### src/rtl/cordic_sincos.sv
// Iterative CORDIC sine/cosine engine: one micro-rotation per enabled cycle,
// quadrant pre-rotation for full-circle input, out-of-range angles flagged.
module cordic_sincos #(
  parameter int WIDTH = 22,
  parameter int FRAC  = 18,
  parameter int ITER  = 16
) (
  input  logic                    clk,
  input  logic                    reset_n,
  input  logic                    clk_en,
  input  logic                    in_valid,
  output logic                    in_ready,
  input  logic signed [WIDTH-1:0] angle,
  output logic                    out_valid,
  input  logic                    out_ready,
  output logic signed [WIDTH-1:0] cos_out,
  output logic signed [WIDTH-1:0] sin_out,
  output logic                    range_err
);

  // Angle constants rounded to nearest in the FRAC-bit fixed-point format.
  localparam real    SCALE_R = real'(longint'(1) << FRAC);
  localparam longint PI_L    = longint'($floor(3.14159265358979323846 * SCALE_R + 0.5));
  localparam longint HPI_L   = longint'($floor(1.57079632679489661923 * SCALE_R + 0.5));
  localparam longint X0_L    = longint'($floor(0.6072529350 * SCALE_R + 0.5));

  localparam logic signed [WIDTH-1:0] PI_S  = WIDTH'(PI_L);
  localparam logic signed [WIDTH-1:0] HPI_S = WIDTH'(HPI_L);
  localparam logic signed [WIDTH-1:0] X0_S  = WIDTH'(X0_L);

  // Arctan table is held at 2^30 scale; rounding shift brings it down to FRAC.
  localparam int     SH  = 30 - FRAC;
  localparam longint RND = (longint'(1) << SH) >> 1;

  typedef enum logic [1:0] {
    S_IDLE,
    S_RUN,
    S_DONE
  } state_t;

  // atan(2^-i) * 2^30 rounded; from i=10 upward the entry equals 2^(30-i).
  function automatic logic signed [WIDTH-1:0] atan_lut(input logic [4:0] idx);
    longint raw;
    case (idx)
      5'd0:    raw = 64'sd843314857;
      5'd1:    raw = 64'sd497837829;
      5'd2:    raw = 64'sd263043837;
      5'd3:    raw = 64'sd133525159;
      5'd4:    raw = 64'sd67021687;
      5'd5:    raw = 64'sd33543516;
      5'd6:    raw = 64'sd16775851;
      5'd7:    raw = 64'sd8388437;
      5'd8:    raw = 64'sd4194283;
      5'd9:    raw = 64'sd2097149;
      5'd31:   raw = '0;
      default: raw = longint'(1) << (5'd30 - idx);
    endcase
    return WIDTH'((raw + RND) >>> SH);
  endfunction

  state_t                  state_q, state_d;
  logic signed [WIDTH-1:0] x_q, x_d;
  logic signed [WIDTH-1:0] y_q, y_d;
  logic signed [WIDTH-1:0] z_q, z_d;
  logic        [4:0]       i_q, i_d;
  logic                    neg_q, neg_d;
  logic signed [WIDTH-1:0] cos_q, cos_d;
  logic signed [WIDTH-1:0] sin_q, sin_d;
  logic                    err_q, err_d;

  logic signed [WIDTH-1:0] x_sh, y_sh, atan_i;
  logic signed [WIDTH-1:0] x_rot, y_rot, z_rot;

  // One micro-rotation step, direction chosen by the sign of the residual angle.
  always_comb begin
    x_sh   = x_q >>> i_q;
    y_sh   = y_q >>> i_q;
    atan_i = atan_lut(i_q);
    if (!z_q[WIDTH-1]) begin
      x_rot = x_q - y_sh;
      y_rot = y_q + x_sh;
      z_rot = z_q - atan_i;
    end else begin
      x_rot = x_q + y_sh;
      y_rot = y_q - x_sh;
      z_rot = z_q + atan_i;
    end
  end

  // Next-state and datapath load decisions for the IDLE/RUN/DONE sequence.
  always_comb begin
    state_d = state_q;
    x_d     = x_q;
    y_d     = y_q;
    z_d     = z_q;
    i_d     = i_q;
    neg_d   = neg_q;
    cos_d   = cos_q;
    sin_d   = sin_q;
    err_d   = err_q;
    unique case (state_q)
      S_IDLE: begin
        if (in_valid) begin
          if ((angle > PI_S) || (angle < -PI_S)) begin
            err_d   = 1'b1;
            cos_d   = '0;
            sin_d   = '0;
            state_d = S_DONE;
          end else begin
            x_d     = X0_S;
            y_d     = '0;
            i_d     = '0;
            state_d = S_RUN;
            // Fold outer quadrants by pi and negate the result at the end.
            if (angle > HPI_S) begin
              z_d   = angle - PI_S;
              neg_d = 1'b1;
            end else if (angle < -HPI_S) begin
              z_d   = angle + PI_S;
              neg_d = 1'b1;
            end else begin
              z_d   = angle;
              neg_d = 1'b0;
            end
          end
        end
      end
      S_RUN: begin
        if (clk_en) begin
          x_d = x_rot;
          y_d = y_rot;
          z_d = z_rot;
          if (i_q == 5'(ITER - 1)) begin
            cos_d   = neg_q ? -x_rot : x_rot;
            sin_d   = neg_q ? -y_rot : y_rot;
            err_d   = 1'b0;
            state_d = S_DONE;
          end else begin
            i_d = i_q + 5'd1;
          end
        end
      end
      S_DONE: begin
        if (out_ready) state_d = S_IDLE;
      end
      default: state_d = S_IDLE;
    endcase
  end

  // State and datapath registers with synchronous active-low reset.
  always_ff @(posedge clk) begin
    if (!reset_n) begin
      state_q <= S_IDLE;
      x_q     <= '0;
      y_q     <= '0;
      z_q     <= '0;
      i_q     <= '0;
      neg_q   <= 1'b0;
      cos_q   <= '0;
      sin_q   <= '0;
      err_q   <= 1'b0;
    end else begin
      state_q <= state_d;
      x_q     <= x_d;
      y_q     <= y_d;
      z_q     <= z_d;
      i_q     <= i_d;
      neg_q   <= neg_d;
      cos_q   <= cos_d;
      sin_q   <= sin_d;
      err_q   <= err_d;
    end
  end

  assign in_ready  = (state_q == S_IDLE);
  assign out_valid = (state_q == S_DONE);
  assign cos_out   = cos_q;
  assign sin_out   = sin_q;
  assign range_err = err_q;

endmodule

### config.mk
export PLATFORM = sky130hd
export DESIGN_NAME = cordic_sincos
export DESIGN_NICKNAME = d
export VERILOG_FILES = /design/src/rtl/cordic_sincos.sv
export SDC_FILE = /design/constraint.sdc
export NUM_CORES = 1
export LEC_CHECK = 0
export BUFFER_PORTS_ARGS = -buffer_cell sky130_fd_sc_hd__buf_2
export CAP_MARGIN = 20
export CORE_MARGIN = 2
export CORE_UTILIZATION = 65
export CTS_BUF_LIST = sky130_fd_sc_hd__clkbuf_8
export CTS_CLUSTER_DIAMETER = 30
export DETAILED_ROUTE_END_ITERATION = 12
export GPL_ROUTABILITY_DRIVEN = 0
export PLACE_DENSITY = 0.84
export SYNTH_ARGS = -nofsm -noshare
export SYNTH_HDL_FRONTEND = slang
export SYNTH_SLANG_ARGS = --single-unit
### constraint.sdc
create_clock -name clk -period 10.15 [get_ports clk]
set_input_delay 2.03 -clock clk [delete_from_list [all_inputs] [get_ports clk]]
set_output_delay 2.03 -clock clk [all_outputs]
set_load 0.01 [all_outputs]
==> results of run 1 <==
[power by group through the flow]
stage | registers (W) | clock network, W | logic (W)
floorplan | 0.000517 | 0 | 0.000943
global placement | 0.000534 | 0 | 0.00118
detailed placement | 0.000536 | 0 | 0.00121
CTS | 0.000525 | 0.000450 | 0.00123
global route | 0.000530 | 0.000469 | 0.00137
finish | 0.000529 | 0.000448 | 0.00127
[cells in the mapped netlist, types with 12 or more instances]
cell	number
a21oi_1	171
nand2_1	168
nor2_1	152
dfxtp_1	119
o21ai_0	106
xnor2_1	91
clkbuf_1	85
ha_1	78
xor2_1	70
nand3_1	60
nor3_1	58
nor2b_1	53
mux2i_1	44
inv_1	41
and2_1	40
mux4_2	37
a31oi_1	34
nand2b_1	34
a21o_1	28
o21a_1	26
a22oi_1	25
o22ai_1	23
and3_1	20
a21boi_0	18
or3_1	17
o31ai_1	16
buf_2	15
mux2_2	14
or2_2	14
a211oi_1	13
o211ai_1	13
buf_6	12
nor4_1	12
o211a_1	12
[critical path: cells and delay by family, from the launching register on]
family	cells	cell delay, ns
AO/OA/AOI/OAI	15	3.45
adder cells (fa/ha/maj)	4	1.31
buffers and inverters	3	1.26
AND/OR/NAND/NOR	7	1.16
flip-flops	1	0.32
XOR/XNOR	2	0.30
[sequential cells by signal, indices dropped and copies added, names as in the netlist]
name	count
x_q	22
z_q	22
state_q	2
cos_out	22
i_q	5
y_q	22
sin_out	22
range_err	1
neg_q	1
[cell families after synthesis]
group / Yosys count
AO/OA/AOI/OAI: 626
AND/OR/NAND/NOR: 678
adder cells (fa/ha/maj): 81
flip-flops: 119
multiplexers: 99
XOR/XNOR: 164
buffers and inverters: 175
[metal layers]
metal	vias up	wire length (µm)
li1	7166	-
met1	7195	18590
met2	977	19270
met3	154	5354
met4	0	1440
met5	-	0
[cell type report]
cell class | count | share of cell area
Timing Repair Buffer | 89 | 0.03311
Inverter | 42 | 0.01018
Clock inverter | 15 | 0.01009
Multi-Input combinational cell | 1648 | 0.7543
Clock buffer | 17 | 0.01510
Sequential cell | 119 | 0.1542
Tap cell | 285 | 0.02302
[through the flow]
step	total power (W)	hold slack (ns)
finish	0.002247	0.4671
global route	0.002367	0.4738
CTS	0.002202	0.4581
detailed placement	0.001749	0.4432
global placement	0.001713	0.4339
floorplan	0.001460	0.4508
[path summary, 6_finish.rpt]
check                                 start     endpoint  slack [ns]  cells past startpoint
worst max-delay path                 i_q[0]      z_q[19]        2.22                     31
worst min-delay path            cos_out[21]  cos_out[21]        0.47                      2
worst max register to register       i_q[0]      z_q[19]        2.22                     31
worst min register to register  cos_out[21]  cos_out[21]        0.47                      2
[placed cells by master (no fill, tap or decap), types with 16 or more instances in the layout]
| cell type | n |
|---|---|
| a22oi_1 | 25 |
| o21ai_0 | 106 |
| a21boi_0 | 18 |
| inv_1 | 41 |
| o22ai_1 | 23 |
| and2_1 | 40 |
| o31ai_1 | 16 |
| nor3_1 | 58 |
| mux4_2 | 37 |
| dfxtp_1 | 115 |
| nor2_1 | 151 |
| a21o_1 | 28 |
| nor2b_1 | 52 |
| o21a_1 | 26 |
| nand2b_1 | 34 |
| nand3_1 | 60 |
| clkbuf_8 | 17 |
| xnor2_1 | 91 |
| and3_1 | 20 |
| or3_1 | 17 |
| xor2_1 | 70 |
| mux2i_1 | 44 |
| buf_2 | 73 |
| a21oi_1 | 171 |
| nand2_1 | 167 |
| ha_1 | 78 |
| a31oi_1 | 34 |
==> summary.md, run 1 <==
In the post-synthesis netlist, the biggest area contributors are dfxtp_1 (16%), ha_1 (6.6%), a21oi_1 (5.8%), mux4_2 (5.6%), xnor2_1 (5.4%). The xor and xnor area share after synthesis was 0.09870. The total count of max-transition violations in the final report was 0.

For the flip-flop and latch area, the log shows 0.002390 mm². The required time of the critical path came out at 10.51 ns. For the number of clock sinks, the log shows 119. Entering global routing, the biggest net connects 80 pins.

The post-synthesis share of cell area spent on and, or, nand and nor gates was 0.2301; the total negative slack for setup checks was 0 ns. The logs give 0.02257 mm² for the area of the core and 2,215 for the final standard cell count with taps included and fillers excluded. The library cell contributing the largest single delay on the critical path was buf_4. The tools report the global-route usage over all layers as 0.3625.

Total vias in the final route: 15,492. Count of different cell masters after synthesis: 108. TritonCTS built the clock tree. For the HPWL after detailed placement, the log shows 32.33 mm.

The synthesized design contains 0 enable-type register cells. The global routing stage identified its most utilized layer as met2. Core occupancy in the finished layout: 0.6864. Input and output buffers added on the ports amount to 73.

In this run the number of H-tree levels came out at 4. The clock transition time at the flip-flop clock pins of the worst setup and hold paths was 0.09 ns; the net count after synthesis was 2,050. The flip-flop cell with the highest count after synthesis was dfxtp_1. For the part of the Yosys area used for sequential elements, the log shows 0.1604. The logs give 0.199 for the relative contribution of the clock network to total power and 0.02408 mm² for the area of the die. The total number of yosys warnings is 0, and the total grt overflow is 0. In this run the power density over the cells is 145.1 mW/mm². The switching share of power works out to 0.4881.

After synthesis, the mean cell area works out to 7.650 µm². The area share of the largest cell type after synthesis came out at 0.1604. Buffers added to address setup during post-CTS repair amount to 0. The first routing iteration left 2,596 violations. The run gives 0.2901 as the normalized max-slew margin. The multi-input combinational cells in the finished layout cover a total of 0.01169 mm². The worst setup path is captured at a flip-flop. The average detailed-routed wire length per instance is 20.16 µm. The first global-routing pass estimated 71.39 mm of wire. The number of hold buffers added after CTS was 0.

The number of placement rows is 55, and the largest stage delay on the critical path is 0.63 ns. Via count of the first global-routing pass: 14,125. The time the worst path needs with I/O delays and setup is 7.934 ns. The number of antenna diodes in the final layout is 0. The floorplan step set the die width to 155.2 µm. The total placed instance area was 0.01506 mm²; the area of the mapped netlist was 0.01486 mm². After synthesis, the largest family of logic cells by area is compound AO/OA/AOI/OAI gates. The run gives 0 as the number of antenna violations at the first check in global routing.

The type of the most critical hold path is flip-flop to flip-flop. The most numerous cell type found on the critical path is nor2_1. The met2 track demand over resource came out at 0.5458. STA puts the critical path data arrival time at 8.29 ns. Clock tree synthesis inserted a total of 17 buffers.

After the last flow step, the layout net total stands at 2,025. The share of post-route cells with drive strength above 1 came out at 0.1218. The first-pass iteration count of the detailed router was 6. Async set or reset register ratio after synthesis: 0.

The fraction of the mapped netlist area in adder cells is 0.06973, and the pre-CTS worst setup slack is 2.368 ns. Combinational share of power: 0.565. For this design the static power due to leakage is 6.239 nW. Timing-limited maximum frequency: 126.0 MHz.

Cell internal power was estimated by the tool at 0.001151 W. The met1 usage was 0.5123; the worst voltage drop across the vdd grid was 117.5 µV. STA classifies the critical path startpoint as a flip-flop.

The type of the setup path with the least slack is flip-flop to flip-flop. The global routing met3 resource utilization was 0.07632. The compound-cell area share of the yosys netlist works out to 0.2836. The final standard cell area without fillers is 0.01549 mm². Cell at the root of the clock tree: clkbuf_8.

The tools report the final setup violation count as 0. The worst-case clock buffer depth is 2. After filler insertion, the fill cell instance count of the layout stands at 1,843. The run gives 1,942 as the cell count after synthesis. The run finished with clean final reports.

For the number of violations of the max-capacitance limit, the log shows 0. 74 I/O pins were placed. In the post-route analysis, the smallest setup slack over all paths is 2.216 ns.

In the routed layout, each cell is associated on average with a via count of 6.994. The mux contribution to synthesized area was 0.1032; the switching component of the power was 0.001097 W. The height of the chip came out at 155.2 µm. The logs give 44.65 mm for the total wire length after detailed routing and 0 for the number of cells upsized or downsized after cts. The final number of hold-violating endpoints was 0; the post-route antenna net violation count was 0.

Clock latency on the worst-skew pair: 0.47 ns. Cell type with the highest aggregate area in the netlist: dfxtp_1. The area growth from synthesis to layout is 4.287%.

The cell count after placement came out at 2,181. The count of state elements after synthesis was 119; the slew at the pin closest to its max-slew limit was 1.065 ns. The effective utilization at floorplan came out at 0.6582. The ratio of final minimum period to clock period works out to 0.7817. Setup repair after global routing left no endpoint under its margin. The highest fanout seen on the critical path was 64; the worst clock skew was 0.02098 ns. The DRC violations left is 0, and the sequential share of power is 0.235.
Note: power is estimated with default switching activity, not from simulation.
==> inputs of run 2 (changes only) <==
==> constraint.sdc (replaced) <==
create_clock -name clk -period 8.17 [get_ports clk]
set_input_delay 1.634 -clock clk [delete_from_list [all_inputs] [get_ports clk]]
set_output_delay 1.634 -clock clk [all_outputs]
set_load 0.01 [all_outputs]
==> summary.md, run 2 (same netlist as run 1, synthesis figures left out) <==
H-tree depth: 4 (unchanged). The tools report the violation count after the first detailed-route iteration as 2,474 (-4.7%). The floorplan die width came out at 155.2 µm (unchanged).

The area growth from synthesis to layout is 4.404%, and the routed metal-1 wire length is 18.73 mm (+0.76%). For the total vias in the final route, the log shows 15,526 (+0.22%). The slew at the pin closest to its max-slew limit was 1.090 ns (+0.02516 ns); the cell count after placement was 2,190 (+0.41%). The post-route antenna net violation count was 0 (unchanged).

The share of post-route cells with drive strength above 1 came out at 0.1249 (+0.003109). The cell at the root of the clock tree is clkbuf_8. The number of placement rows is 55 (unchanged). TritonCTS built the clock tree. The ratio of final minimum period to clock period was 0.9123 (+0.1306). The largest stage delay on the critical path is 0.67 ns (+0.04 ns). Worst hold slack after final layout: 0.4596 ns (-0.007484 ns).

The run gives 0 (unchanged) as the number of cells upsized or downsized after cts. The final standard cell count with taps included and fillers excluded is 2,223 (+0.36%). The HPWL after detailed placement was 32.45 mm (+0.36%); the total grt overflow was 0 (unchanged). The run gives 119 (unchanged) as the number of clock sinks. The worst setup path is launched from a flip-flop.

The run gives 18.84 mm (-2.2%) as the sum of met2 wire segment lengths after detailed routing. The tools report the leakage power as 6.252 nW (+0.21%). The path class of the tightest hold or removal check is flip-flop to flip-flop. The timing-limited maximum frequency is 134.2 MHz (+6.4%). The number of violations of the max-capacitance limit was 0 (unchanged). The number of nets in the layout was 2,033 (+0.40%).

Leaving out fill and tap cells, the most frequent cell in the layout is a21oi_1. By startpoint and endpoint, the worst setup path is classified as flip-flop to flip-flop. The data arrival time of the worst path came out at 7.81 ns (-0.48 ns). STA classifies the critical path endpoint as a flip-flop.

In the layout the commonest cells are a21oi_1 (171), nand2_1 (167), nor2_1 (151), dfxtp_1 (115), o21ai_0 (106). The height of the chip is 155.2 µm (unchanged). The highest fanout seen on the critical path was 20 (-69%). The logs give 0.01861 ns (-0.002363 ns) for the worst clock skew and 0.48 ns (about the same) for the clock latency on the worst-skew pair. The tools report the quantity of hold-fixing buffers added after cts as 0 (unchanged).

The clock transition time at the flip-flop clock pins of the worst setup and hold paths is 0.08 ns (about the same), and the final number of hold-violating endpoints is 0 (unchanged). The top-level port count came out at 74 (unchanged). The total wire length after detailed routing came out at 44.51 mm (-0.31%).

The required time of the critical path is 8.53 ns (-1.98 ns), and the worst voltage drop across the vdd grid is 135.4 µV (+15%). The power per standard cell area is 177.9 mW/mm² (+23%), and the worst-case clock buffer depth is 2 (unchanged). The tools report the final setup violation count as 0 (unchanged). The tools report the area of the die as 0.02408 mm² (unchanged). The via count normalized by instance count was 6.984 (-0.14%); the total negative slack for setup checks was 0 ns (unchanged). The tools report the DRC violations left as 0 (unchanged). Library cell contributing the largest single delay on the critical path: ha_1. The run gives 71.00 mm (-0.54%) as the first-pass GRT wire length. The setup fix buffers added after clock tree synthesis is 0 (unchanged).

The kind of cell with the highest combined delay along the critical path is compound AO/OA/AOI/OAI gates. The amount of wire on met3 after detailed routing is 5.247 mm (-2.0%). The average detailed-routed wire length per instance works out to 20.02 µm (-0.67%).

The global-route usage over all layers is 0.3622 (about the same). The effective utilization at floorplan was 0.6582 (unchanged). The buffering stage count on the worst path with inverters included is 2 (-1), and the time the worst path needs with I/O delays and setup is 7.454 ns (-0.4805 ns).

The tools report the pin count of the biggest net entering global routing as 66 (-18%). The cell type with the highest occurrence count on the critical path is nor2_1. The area of the core is 0.02257 mm² (unchanged).

The normalized max-slew margin is 0.2734 (-0.01677), and the via count of the first global-routing pass is 13,919 (-1.5%). The count of port buffers added during placement came out at 73 (unchanged). The layout filler cell count was 1,830 (-0.71%). The flow ran to the end, and the final reports show no timing, DRC or antenna violations. The number of antenna violations at the first check in global routing came out at 0 (unchanged). The highest metal layer with signal wires was met4. Setup repair after global routing left no endpoint under its margin. The total CTS buffers is 17 (unchanged). The total count of max-transition violations in the final report is 0 (unchanged), and the count of inserted antenna diode cells is 0 (unchanged).

The run gives 8 (+2) as the first-pass iteration count of the detailed router.
## run 2: final cells by class
cell class,instances,area [µm²],area share
clock buffer,17,234.0,0.01508
multi-input combinational,1648,11690,0.7534
sequential,119,2390,0.1541
timing repair buffer,97,565.5,0.03646
inverter,42,157.7,0.01016
tap,285,356.6,0.02299
clock inverter,15,121.4,0.007824
## run 2: worst paths after layout
check	slack (ns)	to	start	cells past startpoint
hold / removal	0.46	cos_out[21]	cos_out[21]	2
setup / recovery	0.72	z_q[19]	i_q[0]	30
hold reg to reg	0.46	cos_out[21]	cos_out[21]	2
setup reg to reg	0.72	z_q[19]	i_q[0]	30
## run 2: stage by stage
step | power, W | setup WS (ns) | area [µm²] | util
6_report | 0.002759 | 0.7162 | 15510 | 0.6872
5_1_grt | 0.002902 | 0.03632 | 15510 | 0.6872
4_1_cts | 0.002692 | 0.8212 | 15500 | 0.6865
3_5_place_dp | 0.002174 | 0.8643 | 15140 | 0.6708
3_3_place_gp | 0.002137 | 1.066 | 15140 | 0.6708
2_1_floorplan | 0.001814 | 1.861 | 14860 | -
## run 2: tightest hold or removal path: cells and delay by family, from the launching register on
kind	cells	cell delay, ns
AOI/OAI and AO/OA	1	0.05
DFF	1	0.32
and+or+nand+nor	1	0.05
## run 2: power by group
| part | switching (W) | total (W) | leakage [nW] | internal (W) |
|---|---|---|---|---|
| clock | 0.000301 | 0.000517 | 0.171 | 0.000215 |
| combinational | 0.000985 | 0.00158 | 5.11 | 0.000600 |
| sequential | 0.0000512 | 0.000658 | 0.967 | 0.000606 |
| total | 0.00134 | 0.00276 | 6.25 | 0.00142 |
## run 2: metal layers
metal  global-route usage  vias up
met4               0.1359        0
li1                     -     7172
met2               0.5450      974
met1               0.5169     7214
met3              0.06797      166
met5                    0        -
